File: config.mk
export PLATFORM = sky130hd
export DESIGN_NAME = gem_roll_wg_lut_sched
export DESIGN_NICKNAME = d
export VERILOG_FILES = /design/src/rtl/gem_roll_wg_lut_sched.sv
export SDC_FILE = /design/constraint.sdc
export NUM_CORES = 1
export LEC_CHECK = 0
export ABC_AREA = 0
export CAP_MARGIN = 30
export CORE_AREA = 2 2 88 90
export DETAILED_ROUTE_END_ITERATION = 6
export DIE_AREA = 0 0 90 92
export PLACE_DENSITY_LB_ADDON = 0.1
export SYNTH_ARGS = -nofsm -noshare
export SYNTH_HDL_FRONTEND = slang
export SYNTH_SLANG_ARGS = --single-unit
File: constraint.sdc
create_clock -name clock -period 2.9 [get_ports clock]
set_input_delay 0.725 -clock clock [delete_from_list [all_inputs] [get_ports clock]]
set_output_delay 0.725 -clock clock [all_outputs]
set_load 0.03 [all_outputs]
File: src/rtl/gem_roll_wg_lut_sched.sv
`default_nettype none
// ============================================================================
// Module      : gem_roll_wg_lut_sched
// Description : Serialises per-BX GEM cluster roll lookups through the shared
//               roll-to-wiregroup LUT read path, returns each cluster's
//               wiregroup window tagged with its index, and slots VME LUT
//               writes in only when no read is issued or in flight.
// Revision    : 1.0 - initial release
// ============================================================================
module gem_roll_wg_lut_sched #(
    parameter int NCLU = 8,
    parameter int IDXW = 3
) (
    input  logic                clock,
    input  logic                global_reset_n,
    input  logic                bx_start,
    input  logic [NCLU-1:0]     clu_vld,
    input  logic [3*NCLU-1:0]   clu_roll,
    input  logic                odd,
    input  logic                wr_req,
    input  logic [2:0]          wr_adr,
    input  logic [6:0]          wr_data,
    output logic                wr_ack,
    output logic                lut_wen,
    output logic [2:0]          lut_w_adr,
    output logic [6:0]          lut_w_data,
    output logic                lut_renodd,
    output logic                lut_reneven,
    output logic [2:0]          lut_r_adr1,
    output logic [2:0]          lut_r_adr2,
    input  logic [6:0]          lut_r_data1,
    input  logic [6:0]          lut_r_data2,
    output logic                res_vld,
    output logic [IDXW-1:0]     res_idx,
    output logic [6:0]          res_wg_lo,
    output logic [6:0]          res_wg_hi,
    output logic                bx_done,
    output logic                busy,
    output logic                overflow
);

    typedef enum logic [1:0] {
        S_IDLE  = 2'd0,
        S_ISSUE = 2'd1,
        S_DRAIN = 2'd2,
        S_WRITE = 2'd3
    } state_t;

    state_t             r_state;
    state_t             w_state_nxt;

    logic [NCLU-1:0]    r_pend;
    logic [3*NCLU-1:0]  r_roll;
    logic               r_odd;

    // Two-stage index pipe aligned with the LUT read and its data cycle.
    logic               r_p0_vld;
    logic               r_p0_last;
    logic [IDXW-1:0]    r_p0_idx;
    logic               r_p1_vld;
    logic               r_p1_last;
    logic [IDXW-1:0]    r_p1_idx;

    logic               w_bx_accept;
    logic               w_bx_empty;
    logic               w_issue;
    logic               w_wr_go;
    logic [NCLU-1:0]    w_pend_src;
    logic [3*NCLU-1:0]  w_roll_src;
    logic               w_odd_src;
    logic [NCLU-1:0]    w_sel_oh;
    logic [IDXW-1:0]    w_sel_idx;
    logic [2:0]         w_sel_roll;
    logic [NCLU-1:0]    w_pend_nxt;
    logic               w_last;

    // Pick the lowest pending cluster. The first read is issued on the very
    // edge that accepts bx_start (straight from the inputs) so that the read
    // enable is already registered one cycle after bx_start.
    always_comb begin
        w_bx_accept = (r_state == S_IDLE) && bx_start && (|clu_vld);
        w_bx_empty  = (r_state == S_IDLE) && bx_start && !(|clu_vld);
        w_issue     = w_bx_accept || (r_state == S_ISSUE);
        w_pend_src  = w_bx_accept ? clu_vld  : r_pend;
        w_roll_src  = w_bx_accept ? clu_roll : r_roll;
        w_odd_src   = w_bx_accept ? odd      : r_odd;
        w_sel_oh    = '0;
        w_sel_idx   = '0;
        w_sel_roll  = '0;
        for (int i = NCLU - 1; i >= 0; i--) begin
            if (w_pend_src[i]) begin
                w_sel_oh    = '0;
                w_sel_oh[i] = 1'b1;
                w_sel_idx   = IDXW'(i);
                w_sel_roll  = w_roll_src[3*i +: 3];
            end
        end
        w_pend_nxt  = w_pend_src & ~w_sel_oh;
        w_last      = (w_pend_nxt == '0);
        w_wr_go     = (r_state == S_IDLE) && !bx_start && wr_req;
    end

    // Next-state logic; bx_start takes priority over a pending write.
    always_comb begin
        w_state_nxt = r_state;
        case (r_state)
            S_IDLE: begin
                if (w_bx_accept)
                    w_state_nxt = w_last ? S_DRAIN : S_ISSUE;
                else if (w_wr_go)
                    w_state_nxt = S_WRITE;
            end
            S_ISSUE: begin
                if (w_last)
                    w_state_nxt = S_DRAIN;
            end
            // bx_done is registered together with the last result.
            S_DRAIN: begin
                if (bx_done)
                    w_state_nxt = S_IDLE;
            end
            S_WRITE: w_state_nxt = S_IDLE;
            default: w_state_nxt = S_IDLE;
        endcase
    end

    // State register.
    always_ff @(posedge clock) begin
        if (!global_reset_n)
            r_state <= S_IDLE;
        else
            r_state <= w_state_nxt;
    end

    // BX context: pending mask, latched rolls and chamber parity.
    always_ff @(posedge clock) begin
        if (!global_reset_n) begin
            r_pend <= '0;
            r_roll <= '0;
            r_odd  <= 1'b0;
        end else begin
            if (w_issue)
                r_pend <= w_pend_nxt;
            if (w_bx_accept) begin
                r_roll <= clu_roll;
                r_odd  <= odd;
            end
        end
    end

    // LUT read port, index pipe and result registers.
    always_ff @(posedge clock) begin
        if (!global_reset_n) begin
            lut_renodd  <= 1'b0;
            lut_reneven <= 1'b0;
            lut_r_adr1  <= '0;
            lut_r_adr2  <= '0;
            r_p0_vld    <= 1'b0;
            r_p0_last   <= 1'b0;
            r_p0_idx    <= '0;
            r_p1_vld    <= 1'b0;
            r_p1_last   <= 1'b0;
            r_p1_idx    <= '0;
            res_vld     <= 1'b0;
            res_idx     <= '0;
            res_wg_lo   <= '0;
            res_wg_hi   <= '0;
            bx_done     <= 1'b0;
        end else begin
            lut_renodd  <= w_issue && w_odd_src;
            lut_reneven <= w_issue && !w_odd_src;
            lut_r_adr1  <= w_issue ? w_sel_roll : 3'd0;
            lut_r_adr2  <= w_issue ? w_sel_roll : 3'd0;
            r_p0_vld    <= w_issue;
            r_p0_last   <= w_issue && w_last;
            r_p0_idx    <= w_issue ? w_sel_idx : '0;
            r_p1_vld    <= r_p0_vld;
            r_p1_last   <= r_p0_last;
            r_p1_idx    <= r_p0_idx;
            res_vld     <= r_p1_vld;
            res_idx     <= r_p1_vld ? r_p1_idx : '0;
            res_wg_lo   <= r_p1_vld ? lut_r_data1 : 7'd0;
            res_wg_hi   <= r_p1_vld ? lut_r_data2 : 7'd0;
            bx_done     <= (r_p1_vld && r_p1_last) || w_bx_empty;
        end
    end

    // LUT write port and status pulses.
    always_ff @(posedge clock) begin
        if (!global_reset_n) begin
            wr_ack     <= 1'b0;
            lut_wen    <= 1'b0;
            lut_w_adr  <= '0;
            lut_w_data <= '0;
            busy       <= 1'b0;
            overflow   <= 1'b0;
        end else begin
            wr_ack     <= w_wr_go;
            lut_wen    <= w_wr_go;
            lut_w_adr  <= w_wr_go ? wr_adr  : 3'd0;
            lut_w_data <= w_wr_go ? wr_data : 7'd0;
            busy       <= (w_state_nxt != S_IDLE);
            overflow   <= bx_start && (r_state != S_IDLE);
        end
    end

endmodule
`default_nettype wire

==> results.toml, run 1 <==
[placed_design]
dpl_worst_slack_ns = -0.0886
port_buffers = 101
gp_congestion = 0.891
dp_hpwl_um = 7270

[yosys]
yosysTopAreaCellShare_pct = 46.5
async_flop_share_pct = 0
syn_area_um2 = 3360
yosysWarnings = 0
synth_area_leaders = "dfxtp_1 (46%), nand2_1 (5.8%), a21boi_0 (4.0%)"
synth-seq-cells = 78
syn_nets = 427
avgSynthCellArea_um2 = 9.18
ys_types = 54
synth_top_area_cell = "dfxtp_1"
syn_inst = 366
synth-edff-count = 0
ys_seq_area_share_pct = 46.5
ys.flop_type = "dfxtp_1"

[power_and_ir_drop]
p_switching_mw = 1.17
pwr-share-comb_pct = 36.9
power_density_nw_per_um2 = 710
max-vdd-ir-drop_v = 0.000274
p_sw_share_pct = 33.5
power.leakage_nw = 2.00
power.internal_mw = 2.32
p_seq_share_pct = 37.2
clockPowerShare_pct = 25.9

[critical_path]
regToRegSetupSlack_ns = 0.73
crit_start = "bx_start"
path_cells = "clkdlybuf4s50_1, or3b_1, a31o_1, buf_12, mux2i_1, nor2_1, a311o_1, a31o_1"
required_ns = 3.14
worst-setup-path-type = "in2reg"
r2r_start = "r_state[0]$_SDFF_PN0_"
cp-end-kind = "flip-flop"
slowest_stage = "clkdlybuf4s50_1"
rr_worst_depth = 7
crit_top_cell = "a31o_1"
cp_max_fo = 19
arrival_ns = 2.89
cp-endpoint = "lut_r_adr2[0]$_SDFF_PN0_"
r2r-end = "lut_r_adr2[0]$_SDFF_PN0_"
start_kind = "primary input"
cpPeakStageDelay_ns = 0.49

[sta]
setup_slack_ns = 0.253
hold_viol = 0
whs_ns = 0.441
rsz0062_at_grt = "false"
slew_headroom_pct = 73.3
final_max_slew_viol_count = 0
finalSetupViolCount = 0
period_share_pct = 91.3
min_period_ns = 2.65
worstMarginPinSlew_ns = 0.390
fin_worst_skew_ns = 0.0122
max_freq_mhz = 378

[outcome]
outcome = "complete, no violations"

[drt]
vias_per_cell = 5.26
num_vias = 3172
drt_first_pass_iters = 4
drc = 0
wl_um = 9520
avgRoutedWirePerCell_um = 15.8
detail-route-antenna-nets = 0
drtIter0Drc = 156

[floorplan]
io_pins = 102
start_util_pct = 45.1
core.rowCount = 32
chipWidth_um = 90
die_height_um = 92
core_area_um2 = 7450
die_area_um2 = 8280

[final_layout]
final_nets = 557
area_growth_pct = 46.0
fillers = 644
final_layout_size_suffix_gt1_share_pct = 14.8
diodes = 0
final_util_pct = 65.9

[grt]
grt_pass1_vias = 3094
grt_pass1_wl_um = 15600
grt-ovfl-total = 0
grt_max_degree = 47
met1_usage_pct = 28.2
antenna_found_initial = 0
grt_use_total_pct = 23.8
grtUsageMet2_pct = 41.6
top_usage_layer = "met2"
use_met3_pct = 5.51

[clocking]
post_cts_resize_count = 0
htree_levels = 3
clkSinkCount = 78
postCtsHoldBufs = 0
path_clk_slew_ns = 0.08
cts_setup_buffers = 0
clk_latency_ns = 0.35
root_buffer = "clkbuf_8"
numCtsBuffers = 9
cts_buffer_depth = 2
cts_tree = "yes"

[run]
maxCapViolCount = 0

[hold_path]
min_path_type = "reg2reg"
worst max-delay path: cells and delay by family:
kind,cells,cell delay (ns)
simple gates,2,0.51
compound gates,3,0.78
buf+inv,2,0.66
mux,1,0.21
metrics by stage:
| stage | instances | area, um^2 | setup TNS, ns | total power, mW |
|---|---|---|---|---|
| after floorplan | 366 | 3360 | 0 | 2.07 |
| after global placement | 587 | 4680 | -0.174 | 2.58 |
| after detailed placement | 587 | 4680 | -0.318 | 2.59 |
| after CTS | 603 | 4910 | 0 | 3.50 |
| after global routing | 603 | 4910 | 0 | 3.68 |
| final | 603 | 4910 | 0 | 3.48 |
logic make-up after synthesis:
family	after synthesis	synth area share [%]
compound gates	97	21.5
fa+ha+maj	2	0.596
buf+inv	37	6.48
flops	78	46.5
mux	10	2.98
simple gates	142	22.0
registers in the layout, summed over array words and instances, names as in the netlist, 2 cells and up:
register    flops
lut_r_adr2      3
lut_w_adr       3
lut_w_data      7
r_p0_idx        3
r_p1_idx        3
r_pend          7
r_roll         21
r_state         2
res_idx         3
res_wg_hi       7
res_wg_lo       7
final cells by class:
| class | instances | area [um^2] | share of cell area, % |
|---|---|---|---|
| Clock buffer | 10 | 128 | 2.60 |
| Sequential cell | 78 | 1560 | 31.8 |
| Multi-Input combinational cell | 251 | 1580 | 32.2 |
| Timing Repair Buffer | 150 | 1390 | 28.4 |
| Clock inverter | 6 | 95.1 | 1.94 |
| Tap cell | 102 | 128 | 2.60 |
| Inverter | 6 | 22.5 | 0.459 |
cell usage after synthesis (all sizes together), types with 2 or more instances:
master	count
dfxtp	78
nand2	52
and2	19
and3	19
a21boi	18
nor2	18
buf	17
clkbuf	13
a21oi	11
mux2i	10
nor2b	10
o21ai	10
o211ai	8
or3	8
a22oi	7
inv	6
a211oi	5
o31ai	5
a311o	4
a22o	3
a31o	3
a31oi	3
nand3	3
nor3	3
nor4	3
o22ai	3
a2111oi	2
a21o	2
and2b	2
and4	2
maj3	2
o21a	2
o311ai	2
power groups by stage:
stage | registers, mW | clock network (mW) | logic, mW
global placement | 1.32 | 0 | 1.27
finish | 1.29 | 0.903 | 1.29
CTS | 1.29 | 0.922 | 1.28
floorplan | 1.36 | 0 | 0.704
global route | 1.31 | 0.971 | 1.40
detailed placement | 1.32 | 0 | 1.27
per-layer routing:
metal / vias up / part of all wire (%)
met5: - / 0
met4: 0 / 1.9
met3: 13 / 6.0
met2: 122 / 49
met1: 1476 / 43
li1: 1561 / -
cells in the final DEF (no fill, tap or decap), types with 6 or more instances in the layout:
master,n
clkdlybuf4s50_1,101
mux2i_1,10
nand2_1,52
inv_1,6
a22oi_1,7
o211ai_1,8
nor2_1,18
a21oi_1,11
buf_4,48
o21ai_0,10
dfxtp_1,78
clkbuf_8,9
a21boi_0,18
nor2b_1,10
and2_1,19
and3_1,19
worst min path at each step:
| stage | cells after the start | endpoint | slack (ns) | start |
|---|---|---|---|---|
| final | 1 | r_p1_last$_SDFF_PN0_ | 0.44 | r_p0_last$_SDFF_PN0_ |
| after global routing | 1 | r_p1_idx[0]$_SDFF_PN0_ | 0.46 | r_p0_idx[0]$_SDFF_PP0_ |
| after CTS | 1 | r_p1_idx[1]$_SDFF_PN0_ | 0.45 | r_p0_idx[1]$_SDFF_PP0_ |
| after detailed placement | 1 | r_p1_idx[1]$_SDFF_PN0_ | 0.43 | r_p0_idx[1]$_SDFF_PP0_ |
| after global placement | 1 | r_p1_idx[0]$_SDFF_PN0_ | 0.41 | r_p0_idx[0]$_SDFF_PP0_ |
| after floorplan | 2 | bx_done$_SDFF_PN0_ | 0.40 | r_p1_last$_SDFF_PN0_ |
Note: power is estimated with default switching activity, not from simulation.
==> inputs of run 2 (changes only) <==
--- a/config.mk
+++ b/config.mk
@@ -10,7 +10,8 @@
 export CORE_AREA = 2 2 88 90
 export DETAILED_ROUTE_END_ITERATION = 6
 export DIE_AREA = 0 0 90 92
-export PLACE_DENSITY_LB_ADDON = 0.1
+export HOLD_SLACK_MARGIN = 0.15
+export PLACE_DENSITY = 0.85
 export SYNTH_ARGS = -nofsm -noshare
 export SYNTH_HDL_FRONTEND = slang
 export SYNTH_SLANG_ARGS = --single-unit
==> run 2 against run 1 <==
Against the previous run:
- largest power group unchanged
- global-route usage shrank 0.55 points
- clock power grew 22%
- sequential cell count is the same
- sequential power is essentially flat
- sequential share of layout area grew 0.098 points
- register-to-register slack lost 0.10 ns
- core utilization shrank 0.20 points
- die area is the same
==> results.toml, run 2 (same netlist as run 1, synthesis figures left out) <==
[grt]
use_met3_pct = 7.07
grtUsageMet2_pct = 39.0
grt_max_degree = 47
grt_use_total_pct = 23.2
top_usage_layer = "met2"
met1_usage_pct = 27.5
grt-ovfl-total = 0
grt_pass1_vias = 3156
antenna_found_initial = 0
grt_pass1_wl_um = 15300

[outcome]
outcome = "complete, no violations"

[sta]
slew_headroom_pct = 67.4
fin_worst_skew_ns = 0.00883
fin_setup_tns_ns = 0
setup_slack_ns = 0.192
min_period_ns = 2.71
max_freq_mhz = 369
period_share_pct = 93.4
worstMarginPinSlew_ns = 0.488
hold_viol = 0
final_max_slew_viol_count = 0
finalSetupViolCount = 0
rsz0062_at_grt = "false"

[placed_design]
dp_hpwl_um = 7210
dpl_worst_slack_ns = -0.139
port_buffers = 101
gp_congestion = 0.988
post_dp_cell_area_um2 = 4610

[drt]
detail-route-antenna-nets = 0
num_vias = 3219
drt_first_pass_iters = 5
drtIter0Drc = 229
vias_per_cell = 5.44
wl_um = 9510
drc = 0
avgRoutedWirePerCell_um = 16.1

[final_layout]
final_nets = 546
final_common_cell = "clkdlybuf4s50_1"
design_area_um2 = 4890
layout_common_cells = "clkdlybuf4s50_1 (101), dfxtp_1 (78), nand2_1 (52), buf_4 (36)"
largest_reg_flops = 21
diodes = 0
final_layout_size_suffix_gt1_share_pct = 13.1
regMostFlops = "r_roll"
final_util_pct = 65.7
area_growth_pct = 45.6

[run]
maxCapViolCount = 0

[critical_path]
worst-setup-path-type = "in2reg"
cp_max_fo = 19
start_kind = "primary input"
cp-end-kind = "flip-flop"
required_ns = 3.15
arrival_ns = 2.96

[clocking]
cts_tree = "yes"
postCtsHoldBufs = 0
clk_latency_ns = 0.36
htree_levels = 3
cts_buffer_depth = 2
clkSinkCount = 78
cts_setup_buffers = 0
root_buffer = "clkbuf_8"
numCtsBuffers = 9
post_cts_resize_count = 0
path_clk_slew_ns = 0.08

[hold_path]
min_path_type = "reg2reg"

[power_and_ir_drop]
power.leakage_nw = 1.98
max-vdd-ir-drop_v = 0.000324
power_density_nw_per_um2 = 748

[floorplan]
io_pins = 102
core_area_um2 = 7450
core.rowCount = 32
start_util_pct = 45.1
die_height_um = 92
die_area_um2 = 8280
chipWidth_um = 90
-- run 2: layout make-up --
class	instances	area, um^2
repair buffers	139	1320
clock buffers	10	138
flip-flops and latches	78	1560
fillers	614	2550
multi-input cells	251	1580
clock inverters	6	140
inverters	6	22.5
well taps	102	128
-- run 2: worst paths after layout --
path	startpoint	to	slack (ns)	depth (start not counted)
max	bx_start	r_state[0]$_SDFF_PN0_	0.19	9
max reg2reg	r_state[0]$_SDFF_PN0_	r_state[0]$_SDFF_PN0_	0.63	8
min reg2reg	r_p1_last$_SDFF_PN0_	bx_done$_SDFF_PN0_	0.43	2
min	r_p1_last$_SDFF_PN0_	bx_done$_SDFF_PN0_	0.43	2
-- run 2: routing by layer --
metal | vias to the layer above | share of wire (%)
met4 | 0 | 2.9
li1 | 1533 | -
met1 | 1493 | 42
met5 | - | 0
met2 | 163 | 47
met3 | 30 | 7.5
-- run 2: through the flow --
step | hold WS, ns | instances | power, mW
global route | 0.451 | 592 | 3.83
floorplan | 0.396 | 366 | 2.07
CTS | 0.426 | 592 | 3.65
finish | 0.427 | 592 | 3.66
global placement | 0.416 | 576 | 2.52
detailed placement | 0.413 | 576 | 2.56
-- run 2: critical path, cell delays in order --
cell	delay, ns
clkdlybuf4s50_1	0.51
or3b_1	0.41
buf_4	0.16
a31oi_4	0.17
buf_12	0.18
mux2i_1	0.32
a31oi_1	0.11
o21bai_1	0.20
a21o_1	0.18
-- run 2: power by group --
part	internal, mW	switching (mW)	total [mW]
Clock	0.691	0.411	1.10
Combinational	0.588	0.667	1.26
Sequential	1.21	0.0961	1.30
Total	2.49	1.17	3.66
==> inputs of run 3 (changes only) <==
--- a/config.mk
+++ b/config.mk
@@ -10,8 +10,10 @@
 export CORE_AREA = 2 2 88 90
 export DETAILED_ROUTE_END_ITERATION = 6
 export DIE_AREA = 0 0 90 92
+export GPL_TIMING_DRIVEN = 0
 export HOLD_SLACK_MARGIN = 0.15
 export PLACE_DENSITY = 0.85
+export SKIP_CTS_REPAIR_TIMING = 1
 export SYNTH_ARGS = -nofsm -noshare
 export SYNTH_HDL_FRONTEND = slang
 export SYNTH_SLANG_ARGS = --single-unit
==> run 3 against run 2 <==
Against the previous run:
- non-clock buffer count fell by 6
- worst hold slack improved by 0.011 ns
- global-route usage fell by 0.25 points
- clock power fell by 26%
- die area did not move
- maximum frequency fell by 3.5%
- largest cell class unchanged
- total power fell by 9.6%
- register-to-register slack got worse by 0.05 ns
- first-iteration DRC count rose by 11%
- largest power group unchanged
- sequential power barely moved
==> results.toml, run 3 (same netlist as run 1, synthesis figures left out) <==
[clocking]
clk_latency_ns = 0.35
clkSinkCount = 78
cts_buffer_depth = 2
htree_levels = 3
numCtsBuffers = 9
cts_tree = "yes"
root_buffer = "clkbuf_8"
path_clk_slew_ns = 0.08

[critical_path]
cp_max_fo = 10
start_kind = "primary input"
worst-setup-path-type = "in2reg"
required_ns = 3.15
regToRegSetupSlack_ns = 0.58
r2r_start = "r_state[0]$_SDFF_PN0_"
crit_start = "bx_start"
cp-end-kind = "flip-flop"
r2r-end = "lut_r_adr2[1]$_SDFF_PN0_"
arrival_ns = 3.06
rr_worst_depth = 9

[placed_design]
port_buffers = 98
gp_congestion = 0.962
placed_cells = 566
dp_hpwl_um = 6920

[hold_path]
holdCritStartpoint = "r_p0_idx[0]$_SDFF_PP0_"
holdPathStages = 1
min_path_type = "reg2reg"
holdPathEnd = "r_p1_idx[0]$_SDFF_PN0_"

[final_layout]
stdcell_count = 586
regMostFlops = "r_roll"
area_growth_pct = 40.6
final_layout_size_suffix_gt1_share_pct = 10.7
final_common_cell = "clkdlybuf4s50_1"
largest_reg_flops = 21
layout_common_cells = "clkdlybuf4s50_1 (97), dfxtp_1 (78), nand2_1 (52), and3_1 (19), and2_1 (19)"
final_nets = 540
diodes = 0

[grt]
grt_pass1_wl_um = 15200
antenna_found_initial = 0
grt_use_total_pct = 22.9
grt_pass1_vias = 3105
grt_max_degree = 14
grt-ovfl-total = 0

[sta]
worstMarginPinSlew_ns = 0.511
max_freq_mhz = 356
slew_headroom_pct = 66.0
min_period_ns = 2.81
final_max_slew_viol_count = 0
period_share_pct = 96.8
fin_worst_skew_ns = 0.00556
hold_viol = 0
rsz0062_at_grt = "false"
finalSetupViolCount = 0

[drt]
wl_um = 9280
vias_per_cell = 5.48
drt_first_pass_iters = 5
drc = 0
num_vias = 3212
detail-route-antenna-nets = 0
drtIter0Drc = 255
avgRoutedWirePerCell_um = 15.8

[run]
maxCapViolCount = 0

[floorplan]
chipWidth_um = 90
start_util_pct = 45.1
io_pins = 102
core_area_um2 = 7450
core.rowCount = 32
die_height_um = 92
die_area_um2 = 8280

[power_and_ir_drop]
max-vdd-ir-drop_v = 0.000341
finalPower_mw = 3.31
p_switching_mw = 1.16
pwr-share-comb_pct = 37.0
power.leakage_nw = 1.89
p_seq_share_pct = 38.4
clockPowerShare_pct = 24.6
power_density_nw_per_um2 = 700
p_sw_share_pct = 35.0
power.internal_mw = 2.15

[outcome]
outcome = "complete, no violations"
==> run 3: cell types whose count changed in the layout (fill, tap and decap cells not counted), sizes merged <==
cell           before  now
buf                38   21
clkbuf             10   23
clkdlybuf4s50     101   97
clkinv              0    4
bufinv              4    1
inv                 8    6
clkinvlp            0    1
dlygate4sd1         0    1
dlymetal6s2s        0    1
==> run 3: final cells by class <==
| type | count | area (um^2) |
|---|---|---|
| Buffer | 31 | 195 |
| Clock buffer | 10 | 138 |
| Clock inverter | 6 | 61.3 |
| Fill cell | 635 | 2720 |
| Inverter | 6 | 22.5 |
| Multi-Input combinational cell | 251 | 1610 |
| Sequential cell | 78 | 1560 |
| Tap cell | 102 | 128 |
| Timing Repair Buffer | 102 | 1010 |
==> run 3: worst max path at each step <==
stage	end	slack (ns)
2_1_floorplan	lut_r_adr2[0]$_SDFF_PN0_	0.44
3_3_place_gp	lut_r_adr2[1]$_SDFF_PN0_	-0.46
3_5_place_dp	lut_r_adr2[1]$_SDFF_PN0_	-0.42
4_1_cts	lut_r_adr2[1]$_SDFF_PN0_	-0.09
5_1_grt	lut_r_adr2[2]$_SDFF_PN0_	0.01
6_report	lut_r_adr2[1]$_SDFF_PN0_	0.09
==> run 3: power by group through the flow <==
stage	clock network, mW	logic [mW]	registers, mW
finish	0.814	1.22	1.27
global route	0.861	1.31	1.28
CTS	0.830	1.18	1.27
detailed placement	0	1.17	1.29
global placement	0	1.15	1.29
floorplan	0	0.704	1.36
==> run 3: stage by stage <==
step           area, um^2  utilization [%]  hold WS [ns]  setup TNS (ns)  setup WS [ns]
2_1_floorplan        3360                -         0.396               0          0.438
3_3_place_gp         4470             60.0         0.417           -4.58         -0.461
3_5_place_dp         4470             60.0         0.421           -4.81         -0.424
4_1_cts              4670             62.7         0.439          -0.147        -0.0851
5_1_grt              4730             63.5         0.464               0         0.0135
6_report             4730             63.5         0.438               0         0.0936
==> run 3: layer usage <==
metal,track usage (%),vias up,share of wire (%)
met5,0,-,0
met4,10.3,0,2.5
met3,5.67,25,8.5
met2,38.7,176,48
met1,27.8,1487,41
li1,-,1524,-
==> run 3: worst max-delay path: stages <==
cell and delay (ns):
clkdlybuf4s50_1 0.54, or3b_1 0.38, buf_6 0.16, a31o_1 0.19, buf_6 0.14, mux2i_1 0.22, nor2_1 0.09, a311o_1 0.38
a31o_1 0.21
